File: src/rtl/riscv_pu_axil_mem_bridge.sv
`default_nettype none
// ============================================================================
// Module   : riscv_pu_axil_mem_bridge
// Brief    : Memory-stage load/store handshake to a single-outstanding
//            AXI4-Lite master.
//            Optional response timeout via macro RISCV_AXIL_TIMEOUT_EN.
// Revision : 1.0 - initial release
// ============================================================================
module riscv_pu_axil_mem_bridge #(
   parameter int ADDR_WIDTH     = 64,
   parameter int DATA_WIDTH     = 64,
   parameter int STRB_WIDTH     = DATA_WIDTH/8,
   parameter int TIMEOUT_CYCLES = 1024
) (
   input  logic                  clk,
   input  logic                  nreset,
   input  logic [ADDR_WIDTH-1:0] i_mem_addr,
   input  logic                  i_mem_wr_valid,
   input  logic [DATA_WIDTH-1:0] i_mem_wr_data,
   input  logic [STRB_WIDTH-1:0] i_mem_wr_strb,
   input  logic                  i_mem_rd_ready,
   output logic                  o_mem_wr_ready,
   output logic                  o_mem_rd_valid,
   output logic [DATA_WIDTH-1:0] o_mem_rd_data,
   output logic                  o_bus_err,
   output logic [ADDR_WIDTH-1:0] m_axil_awaddr,
   output logic [2:0]            m_axil_awprot,
   output logic                  m_axil_awvalid,
   input  logic                  m_axil_awready,
   output logic [DATA_WIDTH-1:0] m_axil_wdata,
   output logic [STRB_WIDTH-1:0] m_axil_wstrb,
   output logic                  m_axil_wvalid,
   input  logic                  m_axil_wready,
   input  logic [1:0]            m_axil_bresp,
   input  logic                  m_axil_bvalid,
   output logic                  m_axil_bready,
   output logic [ADDR_WIDTH-1:0] m_axil_araddr,
   output logic [2:0]            m_axil_arprot,
   output logic                  m_axil_arvalid,
   input  logic                  m_axil_arready,
   input  logic [DATA_WIDTH-1:0] m_axil_rdata,
   input  logic [1:0]            m_axil_rresp,
   input  logic                  m_axil_rvalid,
   output logic                  m_axil_rready
);

   localparam logic [ADDR_WIDTH-1:0] c_ALIGN_MASK = ~ADDR_WIDTH'(STRB_WIDTH - 1);

`ifdef RISCV_AXIL_TIMEOUT_EN
   localparam int                 c_CNT_W    = (TIMEOUT_CYCLES > 2) ? $clog2(TIMEOUT_CYCLES) : 1;
   localparam logic [c_CNT_W-1:0] c_CNT_LAST = c_CNT_W'(TIMEOUT_CYCLES - 1);
`endif

   typedef enum logic [2:0] {
      S_IDLE    = 3'd0,
      S_WR      = 3'd1,
      S_WR_RESP = 3'd2,
      S_RD_ADDR = 3'd3,
      S_RD_DATA = 3'd4,
`ifdef RISCV_AXIL_TIMEOUT_EN
      S_DRAIN   = 3'd6,
`endif
      S_ACK     = 3'd5
   } state_t;

   state_t                r_state;
   logic [ADDR_WIDTH-1:0] r_addr;
`ifdef RISCV_AXIL_TIMEOUT_EN
   logic [c_CNT_W-1:0]    r_tmo_cnt;
   logic                  r_timed_out;
   logic                  r_is_rd;
`endif

   // A channel counts as done if it already handshook or is handshaking now
   logic w_aw_done;
   logic w_w_done;
   assign w_aw_done = !m_axil_awvalid || m_axil_awready;
   assign w_w_done  = !m_axil_wvalid  || m_axil_wready;

   assign m_axil_awaddr = r_addr & c_ALIGN_MASK;
   assign m_axil_araddr = r_addr & c_ALIGN_MASK;
   assign m_axil_awprot = 3'b000;
   assign m_axil_arprot = 3'b000;

   always_ff @(posedge clk or negedge nreset) begin
      if (!nreset) begin
         r_state        <= S_IDLE;
         r_addr         <= '0;
         m_axil_wdata   <= '0;
         m_axil_wstrb   <= '0;
         m_axil_awvalid <= 1'b0;
         m_axil_wvalid  <= 1'b0;
         m_axil_bready  <= 1'b0;
         m_axil_arvalid <= 1'b0;
         m_axil_rready  <= 1'b0;
         o_mem_wr_ready <= 1'b0;
         o_mem_rd_valid <= 1'b0;
         o_mem_rd_data  <= '0;
         o_bus_err      <= 1'b0;
`ifdef RISCV_AXIL_TIMEOUT_EN
         r_tmo_cnt      <= '0;
         r_timed_out    <= 1'b0;
         r_is_rd        <= 1'b0;
`endif
      end else begin
         case (r_state)
            S_IDLE: begin
               if (i_mem_wr_valid) begin
                  r_addr         <= i_mem_addr;
                  m_axil_wdata   <= i_mem_wr_data;
                  m_axil_wstrb   <= i_mem_wr_strb;
                  m_axil_awvalid <= 1'b1;
                  m_axil_wvalid  <= 1'b1;
                  r_state        <= S_WR;
`ifdef RISCV_AXIL_TIMEOUT_EN
                  r_is_rd        <= 1'b0;
`endif
               end else if (i_mem_rd_ready) begin
                  r_addr         <= i_mem_addr;
                  m_axil_arvalid <= 1'b1;
                  r_state        <= S_RD_ADDR;
`ifdef RISCV_AXIL_TIMEOUT_EN
                  r_is_rd        <= 1'b1;
`endif
               end
            end
            S_WR: begin
               if (m_axil_awready) m_axil_awvalid <= 1'b0;
               if (m_axil_wready)  m_axil_wvalid  <= 1'b0;
               if (w_aw_done && w_w_done) begin
                  m_axil_bready <= 1'b1;
                  r_state       <= S_WR_RESP;
`ifdef RISCV_AXIL_TIMEOUT_EN
                  r_tmo_cnt     <= '0;
`endif
               end
            end
            S_WR_RESP: begin
               if (m_axil_bvalid) begin
                  m_axil_bready  <= 1'b0;
                  o_bus_err      <= (m_axil_bresp != 2'b00);
                  o_mem_wr_ready <= 1'b1;
                  r_state        <= S_ACK;
`ifdef RISCV_AXIL_TIMEOUT_EN
               end else if (r_tmo_cnt == c_CNT_LAST) begin
                  m_axil_bready  <= 1'b0;
                  o_bus_err      <= 1'b1;
                  o_mem_wr_ready <= 1'b1;
                  r_timed_out    <= 1'b1;
                  r_state        <= S_ACK;
               end else begin
                  r_tmo_cnt      <= r_tmo_cnt + 1'b1;
`endif
               end
            end
            S_RD_ADDR: begin
               if (m_axil_arready) begin
                  m_axil_arvalid <= 1'b0;
                  m_axil_rready  <= 1'b1;
                  r_state        <= S_RD_DATA;
`ifdef RISCV_AXIL_TIMEOUT_EN
                  r_tmo_cnt      <= '0;
`endif
               end
            end
            S_RD_DATA: begin
               // Data is forwarded even when the slave flags an error
               if (m_axil_rvalid) begin
                  m_axil_rready  <= 1'b0;
                  o_mem_rd_data  <= m_axil_rdata;
                  o_bus_err      <= (m_axil_rresp != 2'b00);
                  o_mem_rd_valid <= 1'b1;
                  r_state        <= S_ACK;
`ifdef RISCV_AXIL_TIMEOUT_EN
               end else if (r_tmo_cnt == c_CNT_LAST) begin
                  m_axil_rready  <= 1'b0;
                  o_mem_rd_data  <= '1;
                  o_bus_err      <= 1'b1;
                  o_mem_rd_valid <= 1'b1;
                  r_timed_out    <= 1'b1;
                  r_state        <= S_ACK;
               end else begin
                  r_tmo_cnt      <= r_tmo_cnt + 1'b1;
`endif
               end
            end
            S_ACK: begin
               o_mem_wr_ready <= 1'b0;
               o_mem_rd_valid <= 1'b0;
               o_bus_err      <= 1'b0;
`ifdef RISCV_AXIL_TIMEOUT_EN
               // After a timeout the late response must still be swallowed
               if (r_timed_out) begin
                  r_timed_out   <= 1'b0;
                  m_axil_rready <= r_is_rd;
                  m_axil_bready <= !r_is_rd;
                  r_state       <= S_DRAIN;
               end else begin
                  r_state       <= S_IDLE;
               end
`else
               r_state <= S_IDLE;
`endif
            end
`ifdef RISCV_AXIL_TIMEOUT_EN
            S_DRAIN: begin
               if ((m_axil_bready && m_axil_bvalid) || (m_axil_rready && m_axil_rvalid)) begin
                  m_axil_bready <= 1'b0;
                  m_axil_rready <= 1'b0;
                  r_state       <= S_IDLE;
               end
            end
`endif
            default: r_state <= S_IDLE;
         endcase
      end
   end

endmodule
`default_nettype wire
File: config.mk
export PLATFORM = sky130hd
export DESIGN_NAME = riscv_pu_axil_mem_bridge
export DESIGN_NICKNAME = d
export VERILOG_FILES = /design/src/rtl/riscv_pu_axil_mem_bridge.sv
export SDC_FILE = /design/constraint.sdc
export NUM_CORES = 1
export LEC_CHECK = 0
export ABC_CLOCK_PERIOD_IN_PS = 1700
export BUFFER_PORTS_ARGS = -buffer_cell sky130_fd_sc_hd__buf_4
export CAP_MARGIN = 10
export CELL_PAD_IN_SITES_DETAIL_PLACEMENT = 1
export CELL_PAD_IN_SITES_GLOBAL_PLACEMENT = 1
export CORE_AREA = 2 2 193 195
export DETAILED_ROUTE_END_ITERATION = 6
export DIE_AREA = 0 0 195 197
export GPL_TIMING_DRIVEN = 0
export HOLD_SLACK_MARGIN = 0.1
export PLACE_DENSITY = 0.62
export SLEW_MARGIN = 0
export SYNTH_ARGS = -nofsm -noshare
export SYNTH_HDL_FRONTEND = slang
export SYNTH_SLANG_ARGS = --single-unit
File: constraint.sdc
create_clock -name clk -period 1.7 [get_ports clk]
set_input_delay 0.17 -clock clk [delete_from_list [all_inputs] [get_ports clk]]
set_output_delay 0.17 -clock clk [all_outputs]
set_load 0.02 [all_outputs]
==> impl_results.md, run 1 <==
* Most frequent cell after synthesis: dfrtp_1
* # setup viols final at 132
* Initial Util at 24.3%
* GP Congestion at 0.744
* YS warnings at 0
* Synth top area share at 59.1%
* CTS tree: done
* Delay-heaviest family, CP: buffers and inverters
* Synth Area in XOR/XNOR at 0%
* Clk buf depth at 3
* Simple-gate share of the synthesized area at 1.82%
* Mapped cell area at 8810 µm²
* Syn_area_per_cell at 15.7 µm²
* Core Area at 36300 µm²
* Slew Viols, Final at 0
* FILL cells at 3752
* Slew margin rel. at 44.5%
* Drt total wl at 37000 µm
* RSZ-0062 raised after global routing: yes
* Status: finished, violations left
* Vias in the first global route at 8762
* Total gr overflow at 0
* Post-synth top cells: 208 x dfrtp_1, 124 x mux2_2, 74 x buf_4, 70 x mux2_4, 14 x buf_6
* Worst path max stage delay at 0.38 ns
* Min-Delay Path Class: in -> reg
* Clk_skew at 0.00636 ns
* Seq/Total Area, Yosys at 59.1%
* Util after Layout at 47.9%
* CP required at 2.11 ns
* Hold Path Origin: m_axil_rresp[0]
* Port Buffers at 475
* DRT Pass-1 Iters at 4
* R2r worst-path depth at 8
* DRC errors left at 0
* Reg2reg end: m_axil_wstrb[7]
* Antenna-violating nets left at 0
* R2R setup slack at -0.11 ns
* Crit path buf inv count at 6
* Placed cell area at 13000 µm²
* H-tree depth at 1
* Dominant combinational cell family by area after synthesis: multiplexers
* Synth Area in Adders at 0%
* Worst setup path class: reg -> reg
* Clock sink count at 208
* Crit Path Max Fanout at 5
* HPWL after DPL at 22600 µm
* Vias per cell at 4.16
* Worst Hold Path Cells at 5
* Cell Rows at 70
* Pwr per Cell Area at 2050 nW/µm²
* Clock-pin slew on the worst setup and hold paths at 0.06 ns
* Starting DRT DRC Count at 170
* P_leak at 8.49 nW
* Crit path time final at 1.81 ns
* Crit path from: r_state[1]
* Hold EP: o_bus_err
* Crit end category: flop
* Max-Cap Viols at 0
* Final #Nets at 1544
* Overall Global Routing Usage at 17.8%
* Die Height at 197 µm
* Startpoint types: flop
* Clk_lat worst skew at 0.52 ns
* Cell Count, Final, Fillers Out at 1820
* Clock root buffer: clkbuf_16
* Share of cells above drive strength 1 at 64.4%
* Post-synth ARST share at 100%
* TritonCTS Buffers at 25
* Mux contribution to synthesized area at 28.4%
* Distinct cells, synth at 27
* Wirelength per Cell at 20.3 µm
* Total I/O pin count at 491
* Die Area at 38400 µm²
* Final Hold Fails at 0
* Syn Inst Count at 562
* Worst-Margin Slew at 0.832 ns
* Crit path top cell by count: buf_6
* Top_reg_cell synth: dfrtp_1
* CP Data Arrival Time at 2.22 ns
* DR vias at 7573
* Dpl cells at 1517
* First-pass GRT wire length at 53200 µm
* Final WS setup at -0.115 ns
* Finished Cell Area at 17400 µm²
* Largest net degree at the start of global routing at 107
* Max Freq at 0.551 GHz
* EDFF count, synth at 0
* Synth Area in Compound Gates at 1.95%
* Setup_tns at -4.14 ns
* Max IR drop VDD at 0.863 mV
* CP cell instances: buf_6, buf_6, nor4_4, buf_6, buf_12, buf_6, buf_16, mux2_4
* Worst R2R Start: r_state[1]
* CP max stage cell: dfrtp_1
* Register bit total from synthesis at 208
* Largest area contributor in the netlist: dfrtp_1
* Final period utilization at 107%
* Failing checks: negative setup slack
* Top post-synthesis cells by area: dfrtp_1 59%, mux2_2 16%, mux2_4 12%, buf_4 6.3%, buf_6 1.8%
* Initial antenna violation count at 3
* DIE WIDTH at 195 µm
* Area growth syn-to-layout at 97.0%
-- worst min-delay path, stage by stage --
cell and delay, ns:
buf_4 0.08, nor2_1 0.05, o21ai_0 0.17, o31a_1 0.14
mux2_4 0.14
-- layout by cell type, fill, tap and decap left out, drive strengths merged, types with 6 or more instances in the layout --
cell and count:
a21oi 6, buf 613, clkbuf 44, conb 12
dfrtp 208, dlygate4sd3 207, mux2 199, nand2 9
nor2 6, o21ai 13
-- flip-flops by register name (all words and copies together) (netlist names), 3 cells and up --
signal         count
m_axil_wdata      64
m_axil_wstrb       8
o_mem_rd_data     64
r_addr            61
r_state            3
-- metal layers --
layer	GRT usage (%)	vias up	share of wire (%)
li1	-	3408	-
met1	19.9	3805	38
met2	33.5	307	54
met3	4.55	51	6.6
met4	4.66	2	2.0
met5	0	-	0.032
-- area by class of cell --
type / count / area (µm²) / share of cell area [%]
tap: 468 / 586 / 3.37
multi-input combinational: 265 / 3310 / 19.1
antenna: 2 / 5.00 / 0.0288
clock inverter: 11 / 190 / 1.10
timing repair buffer: 740 / 6540 / 37.7
sequential: 208 / 5210 / 30.0
buffer: 89 / 796 / 4.58
clock buffer: 35 / 713 / 4.11
inverter: 2 / 11.3 / 0.0649
-- power breakdown --
| group | leakage (nW) | switching [W] | internal (W) |
|---|---|---|---|
| Sequential | 2.46 | 0.00196 | 0.00749 |
| Combinational | 5.59 | 0.00904 | 0.0112 |
| Clock | 0.442 | 0.00218 | 0.00369 |
| Total | 8.49 | 0.0132 | 0.0223 |
-- how the worst max path moves through the flow --
stage | endpoint | depth (start not counted)
final | m_axil_wstrb[7] | 8
after global routing | m_axil_wdata[52] | 8
after CTS | r_addr[29] | 7
after detailed placement | r_addr[47] | 4
after global placement | r_state[2] | 1
after floorplan | m_axil_wdata[0] | 3
-- cells by family (layout without fill, tap and decap cells) --
| kind of cell | Yosys count | after routing |
|---|---|---|
| buffers and inverters | 100 | 877 |
| AO/OA/AOI/OAI | 29 | 29 |
| flip-flops | 208 | 208 |
| AND/OR/NAND/NOR | 25 | 25 |
| other | 1 | 14 |
| multiplexers | 199 | 199 |
-- metrics by stage --
step | setup WS (ns) | total power [W] | hold WS (ns)
4_1_cts | -0.180 | 0.0348 | 0.205
3_3_place_gp | -1.41 | 0.0258 | 0.390
2_1_floorplan | 0.00203 | 0.0187 | -0.126
6_report | -0.115 | 0.0355 | 0.265
5_1_grt | -0.183 | 0.0372 | 0.292
3_5_place_dp | -0.625 | 0.0260 | 0.266
-- timing repair --
| action | CTS | global route |
|---|---|---|
| pin swaps | 2 | 2 |
| setup endpoints to repair | 194 | 151 |
| endpoints found under the hold margin | 310 | 0 |
| hold buffers | 207 | 0 |
| setup buffers | 23 | 19 |
| resized for setup | 107 | 104 |
| gates cloned | 13 | 7 |
No activity file was read; power rests on OpenSTA's default activity.
==> inputs of run 2 (changes only) <==
CORE_AREA = 4 4 190 192   (was 2 2 193 195)
DIE_AREA = 0 0 194 196   (was 0 0 195 197)
PLACE_DENSITY = not set   (was 0.62)
PLACE_DENSITY_LB_ADDON = 0.1   (was not set)
==> run 2 against run 1 <==
Effect of this change:
- the run now ends clean
- critical path type unchanged
- via count is 4.4% lower
- design area is 6.7% lower
- largest power group unchanged
- cell count is 2.9% lower
==> impl_results.md, run 2 (synthesis results as in run 1) <==
* TritonCTS Buffers at 26 (was 25)
* Total gr overflow at 0 (unchanged)
* HPWL after DPL at 24300 µm (was 22600 µm)
* Vias per cell at 4.09 (was 4.16)
* Status: completed (was finished, violations left)
* Crit end category: flop (unchanged)
* FILL cells at 3629 (was 3752)
* Wirelength per Cell at 18.6 µm (was 20.3 µm)
* Antenna-violating nets left at 0 (unchanged)
* Final #Nets at 1505 (was 1544)
* Pre-CTS setup slack at -0.465 ns (was -0.625 ns)
* Largest net degree at the start of global routing at 90 (was 107)
* Max-Cap Viols at 0 (unchanged)
* Max Freq at 0.601 GHz (was 0.551 GHz)
* CTS tree: done (unchanged)
* Starting DRT DRC Count at 139 (was 170)
* Startpoint types: flop (unchanged)
* Clock root buffer: clkbuf_16 (unchanged)
* Min-Delay Path Class: in -> async (was in -> reg)
* CP Data Arrival Time at 2.07 ns (was 2.22 ns)
* DRC errors left at 0 (unchanged)
* Slew margin rel. at 65.5% (was 44.5%)
* Most frequent cells in the layout: 556 x buf_4, 207 x dlygate4sd3_1, 207 x dfrtp_1 (was 565 x buf_4, 207 x dlygate4sd3_1, 207 x dfrtp_1)
* Area growth syn-to-layout at 83.9% (was 97.0%)
* Clk_lat worst skew at 0.53 ns (was 0.52 ns)
* Total I/O pin count at 491 (unchanged)
* DIE WIDTH at 194 µm (was 195 µm)
* Cell Rows at 68 (was 70)
* Clk buf depth at 3 (unchanged)
* Final period utilization at 97.9% (was 107%)
* P_leak at 7.82 nW (was 8.49 nW)
* CP required at 2.11 ns (about the same)
* # setup viols final at 0 (was 132)
* Die Area at 38000 µm² (was 38400 µm²)
* Worst-Margin Slew at 0.517 ns (was 0.832 ns)
* Top flop regs: m_axil_wdata: 64 flops, o_mem_rd_data: 64 flops, r_addr: 61 flops (unchanged)
* First-pass GRT wire length at 49900 µm (was 53200 µm)
* Slew Viols, Final at 0 (unchanged)
* Port Buffers at 475 (unchanged)
* Met3 GRT Util at 4.38% (was 4.55%)
* Overall Global Routing Usage at 16.3% (was 17.8%)
* Tot Pwr at 0.0326 W (was 0.0355 W)
* Final Hold Fails at 0 (unchanged)
* Final WS setup at 0.0354 ns (was -0.115 ns)
* GR met2 Demand/Resource at 29.9% (was 33.5%)
* Setup_tns at 0 ns (was -4.14 ns)
* Core Area at 34400 µm² (was 36300 µm²)
* Initial antenna violation count at 1 (was 3)
* Busiest grt layer: met2 (unchanged)
* Met1 usage at 19.0% (was 19.9%)
* Crit path time final at 1.66 ns (was 1.81 ns)
* RSZ-0062 raised after global routing: yes (unchanged)
* Share of cells above drive strength 1 at 63.0% (was 64.4%)
* H-tree depth at 1 (unchanged)
* Die Height at 196 µm (was 197 µm)
* Drt total wl at 32900 µm (was 37000 µm)
* Commonest non-fill, non-tap cell in the layout: buf_4 (unchanged)
* Initial Util at 25.6% (was 24.3%)
* GP Congestion at 0.758 (was 0.744)
* DRT Pass-1 Iters at 3 (was 4)
* Clock sink count at 208 (unchanged)
* R2r worst-path depth at 5 (was 8)
* Pwr per Cell Area at 2010 nW/µm² (was 2050 nW/µm²)
* Clock-pin slew on the worst setup and hold paths at 0.06 ns (about the same)
* Vias in the first global route at 8206 (was 8762)
* Worst setup path class: reg -> reg (unchanged)
* Max IR drop VDD at 0.884 mV (was 0.863 mV)
* DR vias at 7239 (was 7573)
* Clk_skew at 0.0104 ns (was 0.00636 ns)
* Crit Path Max Fanout at 10 (was 5)
## run 2: cell count changes in the layout (fill, tap and decap cells not counted), sizes merged
| cell | previous run | this run |
|---|---|---|
| clkbuf | 44 | 37 |
| diode | 2 | 1 |
| buf | 613 | 579 |
| inv | 3 | 2 |
| clkinv | 3 | 7 |
## run 2: through the flow
stage | utilization (%) | std cells | hold slack, ns | area, µm²
after CTS | 47.1 | 1767 | 0.104 | 16200
after global placement | 37.8 | 1503 | 0.391 | 13000
final | 47.1 | 1768 | 0.130 | 16200
after floorplan | - | 573 | -0.126 | 8860
after detailed placement | 38.0 | 1505 | 0.0718 | 13100
after global routing | 47.1 | 1768 | 0.147 | 16200
## run 2: area by class of cell
cell class	count	area [µm²]	area share, %
Antenna cell	1	2.50	0.0154
Inverter	2	11.3	0.0695
Timing Repair Buffer	691	5780	35.6
Clock buffer	34	732	4.52
Buffer	98	796	4.91
Clock inverter	14	224	1.38
Sequential cell	208	5210	32.1
Multi-Input combinational cell	265	2890	17.8
Tap cell	455	569	3.51
## run 2: final timing paths
path                                   startpoint                 to  slack [ns]
max in group asynchronous                  nreset   m_axil_wdata[32]        0.78
min in group clk                  m_axil_rresp[0]          o_bus_err        0.20
worst max-delay path                   r_state[1]         r_addr[20]        0.04
worst min-delay path                       nreset          r_addr[6]        0.13
worst max register to register         r_state[1]         r_addr[20]        0.04
worst min register to register  o_mem_rd_data[50]  o_mem_rd_data[50]        0.51
## run 2: where the power goes
group	internal [W]	switching (W)
clock network	0.00382	0.00229
logic	0.00902	0.00825
registers	0.00749	0.00170
## run 2: layer usage
metal | share of wire (%) | vias up | wire (µm)
li1 | - | 3353 | -
met1 | 38 | 3550 | 12600
met2 | 52 | 292 | 17200
met3 | 7.0 | 44 | 2290
met4 | 2.4 | 0 | 785
met5 | 0 | - | 0
## run 2: worst max-delay path, cell delays in order, from the launching register on
cell and delay [ns]:
dfrtp_1 0.37, buf_6 0.14, nor4_4 0.31, buf_12 0.17, buf_4 0.19, mux2_2 0.36
## run 2: what timing repair did
action | in CTS | in global routing
endpoints found under the hold margin | 416 | 0
gates resized for setup | 11 | 5
hold buffers | 207 | 0
endpoints found under the setup margin | 193 | 132
pin swaps | 2 | 1
cloned | 1 | 0
buffers inserted | 6 | 0
